File: src/rtl/seg7_countup_mux.sv
// seg7_countup_mux
//   Decimal (BCD) up/down counter with a prescaled tick, plus a multiplexed
//   7-segment scanner that shows one digit of the count per scan slot.
//
// Parameters
//   DIGITS    number of BCD digits counted and scanned (1..8)
//   TICK_DIV  clock cycles per count tick (>= 2)
//   SCAN_DIV  clock cycles per digit scan slot (>= 1)
//
// Ports
//   CLK100MHZ  in   clock, rising edge
//   ck_rst     in   asynchronous active-low reset
//   en         in   count enable (prescaler runs while high)
//   up_dn      in   1 = count up, 0 = count down
//   clear      in   synchronous clear of count and prescaler
//   count_bcd  out  current count, digit 0 in [3:0]
//   wrap       out  one-cycle pulse after a wrap-around edge
//   seg        out  {g,f,e,d,c,b,a}, active-high, registered
//   dig_sel    out  one-hot digit select, registered
//
// Build option
//   SEG7_LEADING_ZERO_BLANK_EN  blank leading zero digits (digit 0 always shown)

module seg7_countup_mux #(
    parameter int DIGITS   = 2,
    parameter int TICK_DIV = 100000000,
    parameter int SCAN_DIV = 100000
) (
    input  logic                  CLK100MHZ,
    input  logic                  ck_rst,
    input  logic                  en,
    input  logic                  up_dn,
    input  logic                  clear,
    output logic [4*DIGITS-1:0]   count_bcd,
    output logic                  wrap,
    output logic [6:0]            seg,
    output logic [DIGITS-1:0]     dig_sel
);

    localparam int PW = $clog2(TICK_DIV);
    localparam int SW = (SCAN_DIV > 1) ? $clog2(SCAN_DIV) : 1;
    localparam int IW = (DIGITS > 1) ? $clog2(DIGITS) : 1;
    localparam logic [PW-1:0] PRESC_MAX = PW'(TICK_DIV - 1);
    localparam logic [SW-1:0] SCAN_MAX  = SW'(SCAN_DIV - 1);
    localparam logic [IW-1:0] IDX_MAX   = IW'(DIGITS - 1);

    logic [PW-1:0]            r_presc;
    logic [DIGITS-1:0][3:0]   r_cnt;
    logic                     r_wrap;
    logic [SW-1:0]            r_scan;
    logic [IW-1:0]            r_idx;
    logic [6:0]               r_seg;
    logic [DIGITS-1:0]        r_dig_sel;

    logic                     w_tick;
    logic [DIGITS-1:0][3:0]   w_cnt_up;
    logic [DIGITS-1:0][3:0]   w_cnt_dn;
    logic                     w_wrap_up;
    logic                     w_wrap_dn;
    logic [3:0]               w_digit;
    logic [6:0]               w_seg;

    assign count_bcd = r_cnt;
    assign wrap      = r_wrap;
    assign seg       = r_seg;
    assign dig_sel   = r_dig_sel;

    assign w_tick = en && (r_presc == PRESC_MAX);

    function automatic logic [6:0] f_dec(input logic [3:0] d);
        case (d)
            4'd0:    f_dec = 7'h3F;
            4'd1:    f_dec = 7'h06;
            4'd2:    f_dec = 7'h5B;
            4'd3:    f_dec = 7'h4F;
            4'd4:    f_dec = 7'h66;
            4'd5:    f_dec = 7'h6D;
            4'd6:    f_dec = 7'h7D;
            4'd7:    f_dec = 7'h07;
            4'd8:    f_dec = 7'h7F;
            4'd9:    f_dec = 7'h6F;
            default: f_dec = 7'h00;
        endcase
    endfunction

    // Ripple BCD increment/decrement; carry/borrow out of the top digit is the wrap.
    always_comb begin
        logic c_up;
        logic c_dn;
        w_cnt_up = r_cnt;
        w_cnt_dn = r_cnt;
        c_up     = 1'b1;
        c_dn     = 1'b1;
        for (int i = 0; i < DIGITS; i++) begin
            if (c_up) begin
                if (r_cnt[i] == 4'd9) begin
                    w_cnt_up[i] = 4'd0;
                end else begin
                    w_cnt_up[i] = r_cnt[i] + 4'd1;
                    c_up        = 1'b0;
                end
            end
            if (c_dn) begin
                if (r_cnt[i] == 4'd0) begin
                    w_cnt_dn[i] = 4'd9;
                end else begin
                    w_cnt_dn[i] = r_cnt[i] - 4'd1;
                    c_dn        = 1'b0;
                end
            end
        end
        w_wrap_up = c_up;
        w_wrap_dn = c_dn;
    end

    // Segment pattern for the digit currently selected by the scan index.
    always_comb begin
        w_digit = r_cnt[r_idx];
        w_seg   = f_dec(w_digit);
`ifdef SEG7_LEADING_ZERO_BLANK_EN
        begin
            logic nz_above;
            nz_above = 1'b0;
            // Digit idx is blank when it and every more-significant digit are zero.
            for (int i = DIGITS - 1; i > 0; i--) begin
                nz_above = nz_above | (r_cnt[i] != 4'd0);
                if ((IW'(i) == r_idx) && !nz_above)
                    w_seg = 7'h00;
            end
        end
`endif
    end

    // Prescaler, count and wrap pulse.
    always_ff @(posedge CLK100MHZ or negedge ck_rst) begin
        if (!ck_rst) begin
            r_presc <= '0;
            r_cnt   <= '0;
            r_wrap  <= 1'b0;
        end else if (clear) begin
            r_presc <= '0;
            r_cnt   <= '0;
            r_wrap  <= 1'b0;
        end else begin
            r_wrap <= 1'b0;
            if (en) begin
                if (w_tick) begin
                    r_presc <= '0;
                    r_cnt   <= up_dn ? w_cnt_up : w_cnt_dn;
                    r_wrap  <= up_dn ? w_wrap_up : w_wrap_dn;
                end else begin
                    r_presc <= r_presc + 1'b1;
                end
            end
        end
    end

    // Free-running scan; outputs lag the scan index and count by one cycle.
    always_ff @(posedge CLK100MHZ or negedge ck_rst) begin
        if (!ck_rst) begin
            r_scan    <= '0;
            r_idx     <= '0;
            r_seg     <= 7'h00;
            r_dig_sel <= '0;
        end else begin
            if (r_scan == SCAN_MAX) begin
                r_scan <= '0;
                r_idx  <= (r_idx == IDX_MAX) ? '0 : r_idx + 1'b1;
            end else begin
                r_scan <= r_scan + 1'b1;
            end
            r_seg     <= w_seg;
            r_dig_sel <= DIGITS'(1) << r_idx;
        end
    end

endmodule
File: config.mk
export PLATFORM = sky130hd
export DESIGN_NAME = seg7_countup_mux
export DESIGN_NICKNAME = d
export VERILOG_FILES = /design/src/rtl/seg7_countup_mux.sv
export SDC_FILE = /design/constraint.sdc
export NUM_CORES = 1
export LEC_CHECK = 0
export CAP_MARGIN = 20
export CORE_AREA = 3 3 78 80
export DETAILED_ROUTE_END_ITERATION = 12
export DIE_AREA = 0 0 81 83
export HOLD_SLACK_MARGIN = 0.1
export PLACE_DENSITY = 0.94
export SYNTH_ARGS = -nofsm -noshare
export SYNTH_HDL_FRONTEND = slang
export SYNTH_SLANG_ARGS = --single-unit
File: constraint.sdc
create_clock -name CLK100MHZ -period 5.2 [get_ports CLK100MHZ]
set_input_delay 0.52 -clock CLK100MHZ [delete_from_list [all_inputs] [get_ports CLK100MHZ]]
set_output_delay 0.52 -clock CLK100MHZ [all_outputs]
set_load 0.005 [all_outputs]
Word-level counts from Yosys, hierarchy flattened

Memory sizes are Yosys's and may differ from the RTL's. A register that Yosys moved wholly into a read port is not among the register bits.
Cells that the tools add are included.

Register bits after elaboration: 56
Output and inout bits: 18
ROM bits: 112
Input bits: 5
Word-level logic and storage cells: 58
Memories: 1

Reduce and logical (&&, ||, !) cells: 9
Magnitude comparators: 1
Shift operators: 1
Eq/ne operators: 5
Multiplexer cells: 27
$add $sub $neg: 7

Memory list:

| memory           | words | width | rd ports | clocked after Yosys merged registers in | write ports | RTL line | text |
|---|---|---|---|---|---|---|---|
| (name not given) | 16    | 7     | 1        | 1                                       | 0           | 71       | `case (d)` |

Operator list:

| cell                                                                         | number |
|---|---|
| 27-bit 2-to-1 mux                                                            | 3 |
| 4-bit 2-to-1 mux                                                             | 8 |
| 8-bit 2-to-1 mux                                                             | 4 |
| 27-bit by 1-bit adder with 27-bit output, second input constant              | 1 |
| 27-bit == test, second input constant                                        | 1 |
| 17-bit by 1-bit adder with 17-bit output, second input constant              | 1 |
| 17-bit == test, second input constant                                        | 1 |
| 17-bit 2-to-1 mux                                                            | 1 |
| 1-bit 2-to-1 mux                                                             | 11 |
| 4-bit by 1-bit adder with 4-bit output, second input constant                | 2 |
| 4-bit == test, second input constant                                         | 2 |
| 4-bit zero test                                                              | 2 |
| 4-bit by 1-bit subtractor with 4-bit output, second input constant           | 2 |
| 4-bit AND reduction                                                          | 1 |
| 2-bit nonzero test                                                           | 2 |
| 3-bit by 1-bit != test with 1-bit output, second input constant              | 1 |
| 3-bit nonzero test                                                           | 1 |
| 1-bit by 2-bit less-than comparator with 1-bit output, second input constant | 1 |
| 2-bit AND reduction                                                          | 1 |
| 1-bit by 1-bit << shifter with 2-bit output, first input constant            | 1 |
| 1-bit adder, second input constant                                           | 1 |
| 1-bit logical AND                                                            | 1 |
| 1-bit zero test                                                              | 1 |

Longest topological paths before layout

Gate-level depths: netlist (run 1).

Word-level depth: 7
Gate-level depth with buffers: 7
Mapped depth without buffers: 6

Worst setup path before layout (run 1)

No wires, ideal clock.

Kind: input-to-reg
Start: input port en
End: register r_cnt, in the netlist count_bcd[4]
Arrival: 1.978 ns
Stages: 6
Setup slack: 3.098 ns
Required time: 5.075 ns
Buffers on the path: 2
Cells stage by stage: clkbuf_1 -> nand4_1 -> or4_1 -> buf_2 -> nor3_4 -> mux2_2

Word-level cells in the longest chain between the ends: 3
Elaborated cells between the ends (all ways): 4

RTL lines:

| item                              | RTL line | text |
|---|---|---|
| from (decl)                       | 31       | `input logic en,` |
| 1-bit logical AND                 | 68       | `assign w_tick = en && (r_presc == PRESC_MAX);` |
| 2-bit nonzero test (no line)      | --       |  |
| 4-bit AND reduction (no line) (*) | --       |  |
| to (signal assigned)              | 149      | `r_cnt <= up_dn ? w_cnt_up : w_cnt_dn;` |
| to (decl)                         | 48       | `logic [DIGITS-1:0][3:0] r_cnt;` |

Mark *: on every way between the ends. The rest lies on a longest branch, timed or not.
A chain may end at the register's enable or synchronous reset.

Final worst setup path (run 1)

Start: input port clear
End: register r_presc[22]

Word-level cells in the longest chain between the ends: 1
Elaborated cells between the ends (all ways): 2

RTL lines:

| item                                                    | RTL line | text |
|---|---|---|
| from (decl)                                             | 33       | `input logic clear,` |
| 27-bit 2-to-1 mux or 2-bit nonzero test (tied branches) | --       |  |
| to (signal assigned)                                    | 152      | `r_presc <= r_presc + 1'b1;` |
| to (decl)                                               | 47       | `logic [PW-1:0] r_presc;` |

Several ways; a longest one is shown, not always the timed one.

==> results of run 1 <==
-- layer usage --
layer  vias to the layer above  global-route usage (%)  wire (um)
met3                         8                    6.40        386
met1                      1360                    29.8       3080
met2                        72                    38.8       3540
met5                         -                       0          0
li1                       1366                       -          -
met4                         0                    8.45        103
-- logic make-up after synthesis --
group	count (synthesis)
and+or+nand+nor	155
adders and majority gates	8
muxes	11
AOI/OAI and AO/OA	70
xor gates and xnor gates	31
DFF	63
buffers and inverters	30
-- power groups by stage --
stage	sequential [uW]	combinational [uW]	clock, uW
floorplan	502	14.8	0
global placement	502	30.0	0
detailed placement	502	30.6	0
CTS	493	30.7	468
global route	492	34.5	489
finish	493	29.8	459
-- final cells by class --
cell class / instances / share of cell area (%)
sequential: 63 / 39.9
multi-input combinational: 275 / 45.8
inverter: 9 / 0.855
clock inverter: 3 / 1.71
timing repair buffer: 24 / 5.83
tap: 72 / 2.28
clock buffer: 12 / 3.67
-- worst max-delay path by stage --
stage,from,end,slack (ps),cells after the start
global placement,clear,r_presc[20],2500,5
CTS,clear,r_presc[22],2780,5
floorplan,en,count_bcd[4],3100,6
finish,clear,r_presc[22],2760,5
global route,clear,r_presc[15],2620,5
detailed placement,clear,r_presc[22],2400,5
-- flip-flops by register name, summed over array words and instances, names as in the netlist --
register,count
wrap,1
r_scan,17
r_presc,27
dig_sel,2
count_bcd,8
r_idx,1
seg,7
-- stage by stage --
step	instance area, um2	worst slack [ps]	instances
after floorplan	3500	3100	368
after global placement	3740	2500	443
after detailed placement	3740	2400	443
after CTS	3950	2780	458
after global routing	3950	2620	458
final	3950	2760	458
-- cell usage in the layout (no fill, tap or decap), types with 2 or more instances in the layout --
master | netlist | layout
sky130_fd_sc_hd__or4b_2 | 2 | 2
sky130_fd_sc_hd__nor4b_1 | 4 | 4
sky130_fd_sc_hd__buf_4 | 0 | 2
sky130_fd_sc_hd__xor2_1 | 14 | 14
sky130_fd_sc_hd__mux2_2 | 3 | 3
sky130_fd_sc_hd__mux2i_1 | 8 | 8
sky130_fd_sc_hd__clkdlybuf4s50_1 | 0 | 21
sky130_fd_sc_hd__inv_1 | 9 | 9
sky130_fd_sc_hd__xnor2_1 | 17 | 17
sky130_fd_sc_hd__bufinv_16 | 0 | 2
sky130_fd_sc_hd__dfrtp_1 | 63 | 63
sky130_fd_sc_hd__clkbuf_8 | 0 | 10
sky130_fd_sc_hd__clkbuf_1 | 15 | 2
sky130_fd_sc_hd__and4_1 | 9 | 9
sky130_fd_sc_hd__o41ai_1 | 2 | 2
sky130_fd_sc_hd__or3_1 | 9 | 9
sky130_fd_sc_hd__nor2_1 | 29 | 29
sky130_fd_sc_hd__nor3_1 | 7 | 7
sky130_fd_sc_hd__a21oi_1 | 23 | 23
sky130_fd_sc_hd__o22ai_1 | 3 | 3
sky130_fd_sc_hd__or4_1 | 12 | 12
sky130_fd_sc_hd__o31ai_1 | 8 | 8
sky130_fd_sc_hd__nor4_1 | 5 | 5
sky130_fd_sc_hd__a211o_1 | 2 | 2
sky130_fd_sc_hd__o21ai_0 | 19 | 19
sky130_fd_sc_hd__nand2_1 | 22 | 22
sky130_fd_sc_hd__nor2b_1 | 7 | 7
sky130_fd_sc_hd__nand2b_1 | 5 | 5
sky130_fd_sc_hd__ha_1 | 8 | 8
sky130_fd_sc_hd__nand3b_1 | 2 | 2
sky130_fd_sc_hd__and2_1 | 3 | 3
sky130_fd_sc_hd__and3_1 | 5 | 5
sky130_fd_sc_hd__nand4_1 | 11 | 11
sky130_fd_sc_hd__nand3_1 | 18 | 18
-- critical path, cell delays in order --
cell	delay, ps
sky130_fd_sc_hd__clkdlybuf4s50_1	950
sky130_fd_sc_hd__o21ai_0	340
sky130_fd_sc_hd__nor2_1	150
sky130_fd_sc_hd__or4b_2	600
sky130_fd_sc_hd__a21oi_1	160
==> results.md, run 1 <==
- The run finished with clean final reports.
- Once the floorplan was initialized, standard cells occupied 64.0% of the core.
- Detailed placement finished with a half-perimeter wire length of 4.90 mm.
- The setup path with the least slack is of type input port to register.
- The die boundary height is 83 um.
- The required time at the endpoint of the critical path is 5470 ps.
- Setup repair after global routing left no endpoint under its margin.
- After Yosys synthesis, full adders, half adders and majority gates account for 2.86% of the synthesized area.
- The largest total area in the synthesized netlist belongs to sky130_fd_sc_hd__dfrtp_1.
- The worst min-delay path category is input port to async pin.
- The portion of netlist area occupied by mux cells is 3.25%.
- Derived from the worst setup path, the maximum achievable clock frequency is 409 MHz.
- The share of total power dissipated in combinational logic is 3.0%.
- The net count of the finished layout is 395.
- The number of synthesized flops with an enable pin is 0.
- The total area inside the core boundary comes to 5470 um2.
- TritonCTS built the clock tree.
- In this run, synthesis produced a sequential element count of 63.
- The maximum number of buffers from clock root to sink is 2.
- For the worst-skew pair, the clock arrives at the later sink with an insertion delay of 340 ps.
- Across all hold checks on the routed design, the worst slack comes to 339 ps.
- The number of top-level pins is 23.
- Dividing the detail-routed wire length by the instance count gives 15.5 um.
- The post-CTS setup-driven buffer insertion count is 0.
- Hold repair after CTS inserted 0 buffers.
- The share of the cycle needed by the critical path after routing is 47.0%.
- The number of global-route vias before repair came to 2,853.
- The time the final worst path needs with I/O delays and setup is 2440 ps.
- The die covers 6720 um2.
- The netlist uses 50 different library cells.
- The switching power is 201 uW.
- By area the synthesized netlist is led by sky130_fd_sc_hd__dfrtp_1 45%, sky130_fd_sc_hd__xnor2_1 4.3%, sky130_fd_sc_hd__xor2_1 3.5%.
- The number of placement rows is 27.
- The overall routing resource usage is 23.7%.
- After synthesis the cells add up to 3500 um2.
- The final wirelength is 7.11 mm.
- The number of levels the H-tree was split into is 3.
- The count of pins over their slew limit was 0.
- Registers are responsible for 50.2% of the overall power.
- In this run the tool buffered the top-level ports with 22 buffer cells.
- The clock slew at the register clock pins of the worst setup and hold paths is 70 ps.
- The average vias per placed instance is 6.13.
- The mean post-synth cell area is 9.52 um2.
- Across the run, the number of max-cap violations was 0.
- The maximum fanout encountered on the critical timing path is 23.
- Synthesis handed over a netlist of 368 instances.
- The share of layout cells above drive strength 1 is 6.48%.
- The global-route wire length before repair is 12.7 mm.
- The worst relative slew slack is 48.6%.
- The number of setup violations in the final report is 0.
- The synthesized netlist devotes 12.2% of its cell area to compound gates.
- The switching share of total power is 20.5%.
- Of the synthesized area, sequential elements account for 45.0%.
- The maximum number of pins on one net before global-route repair is 64.
- Gates resized during post-CTS repair numbered 0.
- The dominant combinational cell family by area after synthesis is simple AND/OR/NAND/NOR gates.
- The residual overflow from global routing is 0.
- The number of clock buffers inserted by TritonCTS is 9.
- The sequential standard cell area is 1580 um2.
- The initial antenna violation count is 0.
- In this run, the number of DRC markers left after iteration 0 of detailed routing was 142.
- The number of hold-slack violations in the final timing report was 0.
- The analysis attributes to cell leakage a power of 0.00159 uW.
- The xor/xnor cell area share of the yosys netlist is 7.75%.
- The terminus of the critical flop-to-flop path is count_bcd[1].
- The post-synth net total is 381.
- The worst register-to-register path begins at r_presc[2].
- The clock share of power is 46.8%.
- The routed via count is 2,806.
- The number of detailed-routing iterations run before antenna repair is 4.
- The overall die width is 81 um.
- The worst setup path is captured at a register.
- The number of filler instances in the final layout is 397.
- The library cell with the highest instance count after synthesis is sky130_fd_sc_hd__dfrtp_1.
- The area overhead of the layout relative to synthesis is 12.8%.
- The final core utilization is 72.2%.
- Power spread over the standard cell area amounts to 249 nW/um2.
- The proportion of register bits with asynchronous set or reset after synthesis is 100%.
- The slack of the worst reg-to-reg path is 3060 ps.
- The last weighted congestion value of the routability-driven placer is 1.00.
- The clock sink count is 63.
- The portion of synthesized cell area occupied by the leading cell type is 45.0%.
- The most used flip-flop cell after synthesis is sky130_fd_sc_hd__dfrtp_1.
- By count the netlist is led by 63 x sky130_fd_sc_hd__dfrtp_1, 29 x sky130_fd_sc_hd__nor2_1, 23 x sky130_fd_sc_hd__a21oi_1.
- The signal arrival time at the worst endpoint is 2720 ps.
- In the final layout, the multi-input gates occupy 1810 um2.
- In this run the remaining antenna-violating nets after routing total 0.
- Adding up every negative setup slack in the final design gives 0 ps.
- Measured in cells, the most critical reg-to-reg path has a length of 4.
- Cell internal power was estimated by the tool at 781 uW.
- IR analysis of the VDD net gives a maximum drop of 0.190 mV.
- The maximum clock skew at final layout is 6.54 ps.
- For this run, the number of Yosys warnings is 0.
- The antenna diode count is 0.
- The worst setup path is launched from an input port.
- Power comes to 982 uW.
- The post-route DRC violation count is 0.
- For the pin with the worst max-slew slack, the measured transition is 771 ps.
- The root buffer cell chosen for the clock tree is sky130_fd_sc_hd__clkbuf_8.
- Of the total synthesized cell area, the portion taken by AND, OR, NAND and NOR gates is 25.6%.
(Power assumes the default switching activity.)
==> inputs of run 2 (changes only) <==
CORE_AREA = 3 3 82 84   (was 3 3 78 80)
DIE_AREA = 0 0 85 87   (was 0 0 81 83)
PLACE_DENSITY = 0.87   (was 0.94)
clock period = 2.5 ns   (was 5.2 ns; I/O delays follow)
==> run 2 against run 1 <==
Die area increased by 10%; critical path type is now register to register; design area increased by 0.73%; sequential power increased by 110%; core utilization decreased by 5.8 points; critical path depth decreased by 1; clock skew decreased by 1.4 ps; sequential share of layout area decreased by 0.29 points; first-iteration DRC count increased by 23%; worst hold slack improved by 130 ps; via count increased by 2.9%; count of clock-buffer cells in the layout unchanged; highest routed layer unchanged.
==> results.md, run 2 (synthesis results as in run 1) <==
- The count of pins over their slew limit is 0 (unchanged).
- TritonCTS built the clock tree.
- The global-route wire length before repair is 12.4 mm (-2.2%).
- The leakage dissipation came to 0.00161 uW (+1.6%).
- The transition time at the pin with the least slew margin was 721 ps (-49.6 ps).
- From synthesis to final layout, the design area changed by 13.6%.
- The number of violations of the max-capacitance limit is 0 (unchanged).
- The routed via count is 2,887 (+2.9%).
- The latest clock arrival within the worst-skew pair is 350 ps (about the same).
- The area taken by multi-input logic gates is 1810 um2 (unchanged).
- The worst path needs 2190 ps of the cycle, external delays included.
- The setup TNS is 0 ps (unchanged).
- The remaining antenna violation count is 0 (unchanged).
- The delay contributed by the slowest stage of the critical path came to 730 ps (-220 ps).
- The library cells used most frequently in the layout, excluding fill and tap cells, are 63 x sky130_fd_sc_hd__dfrtp_1, 29 x sky130_fd_sc_hd__nor2_1, 23 x sky130_fd_sc_hd__a21oi_1.
- The residual overflow from global routing was 0 (unchanged).
- The final core utilization is 66.4% (-5.8 points).
- The overall die width came to 85 um (+4.9%).
- The half-perimeter wire length after placement is 4.93 mm (+0.80%).
- The maximum fanout encountered on the critical timing path is 8 (-65%).
- The total power of the final layout was 1970 uW (+100%).
- The maximum clock skew at final layout was 5.11 ps (-1.43 ps).
- The average vias per placed instance is 6.17 (+0.69%).
- The sequential standard cell area is 1580 um2 (unchanged).
- The violation count after the first detailed-routing iteration is 175 (+23%).
- The commonest non-fill, non-tap cell in the layout is sky130_fd_sc_hd__dfrtp_1.
- The flow ran to the end, and the final reports show no timing, DRC or antenna violations.
- The final setup slack of the worst path is 308 ps (-2450 ps).
- The number of buffers added on ports was 22 (unchanged).
- The last weighted congestion value of the routability-driven placer was 0.828 (-18%).
- The flip-flop count of the largest register, all copies and words added came to 27 (unchanged).
- STA classifies the critical path startpoint as a register.
- The total power divided by cell area is 495 nW/um2 (+99%).
- The worst relative slew slack is 50.6% (+1.9 points).
- For this design, the slowest cell found on the critical path is sky130_fd_sc_hd__or4_1.
- The signal arrival time at the worst endpoint is 2430 ps (-290 ps).
- The number of filler instances in the final layout is 444 (+12%).
- The number of top-level pins is 23 (unchanged).
- The number of setup violations in the final report is 0 (unchanged).
- The endpoint kind of the worst setup timing path is a register.
- The share of the cycle needed by the critical path after routing is 87.7%.
- The number of detailed-routing iterations run before antenna repair was 5 (+1).
- The overall routing resource usage is 20.9% (-2.8 points).
- The critical path starts at r_presc[2].
- The post-placement cell count is 451 (+1.8%).
- The number of global-route vias before repair is 2,764 (-3.1%).
- The kind of critical path is register to register.
- Traced cell by cell, the critical path runs through nand4_2 > or4_1 > nor3_4 > mux2_2.
- The share of layout cells above drive strength 1 is 7.89% (+1.4 points).
- Setup repair after global routing left no endpoint under its margin.
- The clock sink count came to 63 (unchanged).
- The die boundary height is 87 um (+4.8%).
- The average detailed-routed wire length per instance is 15.3 um (-1.5%).
- The die outline area is 7400 um2 (+10%).
- The number of placement rows is 28 (+3.7%).
- The clock slew at the register clock pins of the worst setup and hold paths is 70 ps (about the same).
- The number of clock buffers inserted by TritonCTS is 9 (unchanged).
- The number of hold-slack violations in the final timing report was 0 (unchanged).
- The antenna diode count is 0 (unchanged).
- The final wirelength came to 7.15 mm (+0.60%).
- The non-filler instance count after layout was 468 (+2.2%).
- The post-route DRC violation count is 0 (unchanged).
- The cell sitting at the root of the clock tree is a sky130_fd_sc_hd__clkbuf_8.
- The maximum number of buffers from clock root to sink came to 2 (unchanged).
- The source of the worst register-to-register timing path is r_presc[2].
- The area of the core came to 5990 um2 (+9.5%).
- The number of levels the H-tree was split into is 3 (unchanged).
- The maximum number of pins on one net before global-route repair is 32 (-50%).
- The post-placement setup slack came to 267 ps (-2130 ps).
- The peak supply drop is 0.430 mV (+130%).
- The net count of the finished layout was 401 (+1.5%).
- The required time at the endpoint of the critical path is 2730 ps (-2740 ps).
- The register with the most flip-flops in the final layout is r_presc.
- The path class of the tightest hold or removal check is input port to async pin.
- The initial core utilization is 58.5% (-5.5 points).
- For this run, the top clock speed supported by timing is 456 MHz.
- The initial antenna violation count is 0 (unchanged).
run 2: cell count changes in the layout (fill, tap and decap cells not counted), sizes merged:
| cell | change |
|---|---|
| clkinvlp | -1 |
| dlygate4sd3 | +1 |
| clkinv | +3 |
| buf | +5 |
| bufinv | -1 |
run 2: final timing paths:
| check | depth (start not counted) | slack, ps | endpoint |
|---|---|---|---|
| min in group CLK100MHZ | 1 | 470 | r_scan[0] |
| worst max register to register | 4 | 310 | count_bcd[4] |
| worst min register to register | 1 | 470 | r_scan[0] |
| max in group asynchronous | 3 | 1330 | r_presc[3] |
| worst max-delay path | 4 | 310 | count_bcd[4] |
| worst min-delay path | 2 | 470 | r_scan[6] |
run 2: area by class of cell:
cell class                 instances  share of cell area, %
timing repair buffer              30                   6.98
clock inverter                     4                   1.13
inverter                           9                  0.849
clock buffer                      12                   3.65
tap                               75                   2.36
sequential                        63                   39.6
multi-input combinational        275                   45.4
run 2: worst max-delay path: cells and delay by family, from the launching register on:
family	cells	cell delay (ps)
mux	1	370
simple gates	3	1260
flops	1	450
run 2: where the power goes:
group | leakage (uW) | switching (uW) | internal [uW]
Combinational | 0.000686 | 46.3 | 23.5
Sequential | 0.000828 | 3.06 | 1020
Clock | 0.000100 | 393 | 483
run 2: stage by stage:
stage | hold WS (ps) | instance area [um2]
final | 474 | 3980
after global routing | 510 | 3980
after CTS | 484 | 3980
after detailed placement | 329 | 3780
after global placement | 327 | 3780
after floorplan | -45.6 | 3500
run 2: per-layer routing:
layer | track usage, % | vias to the layer above | wire, um
li1 | - | 1389 | -
met1 | 25.5 | 1401 | 3160
met2 | 34.7 | 83 | 3530
met3 | 5.77 | 14 | 345
met4 | 9.64 | 0 | 120
met5 | 0 | - | 0
run 2: timing repair:
item / in CTS / in global routing
buffers inserted: 0 / 0
hold endpoints to repair: 29 / 0
gates resized for setup: 0 / 0
hold buffers: 1 / 0
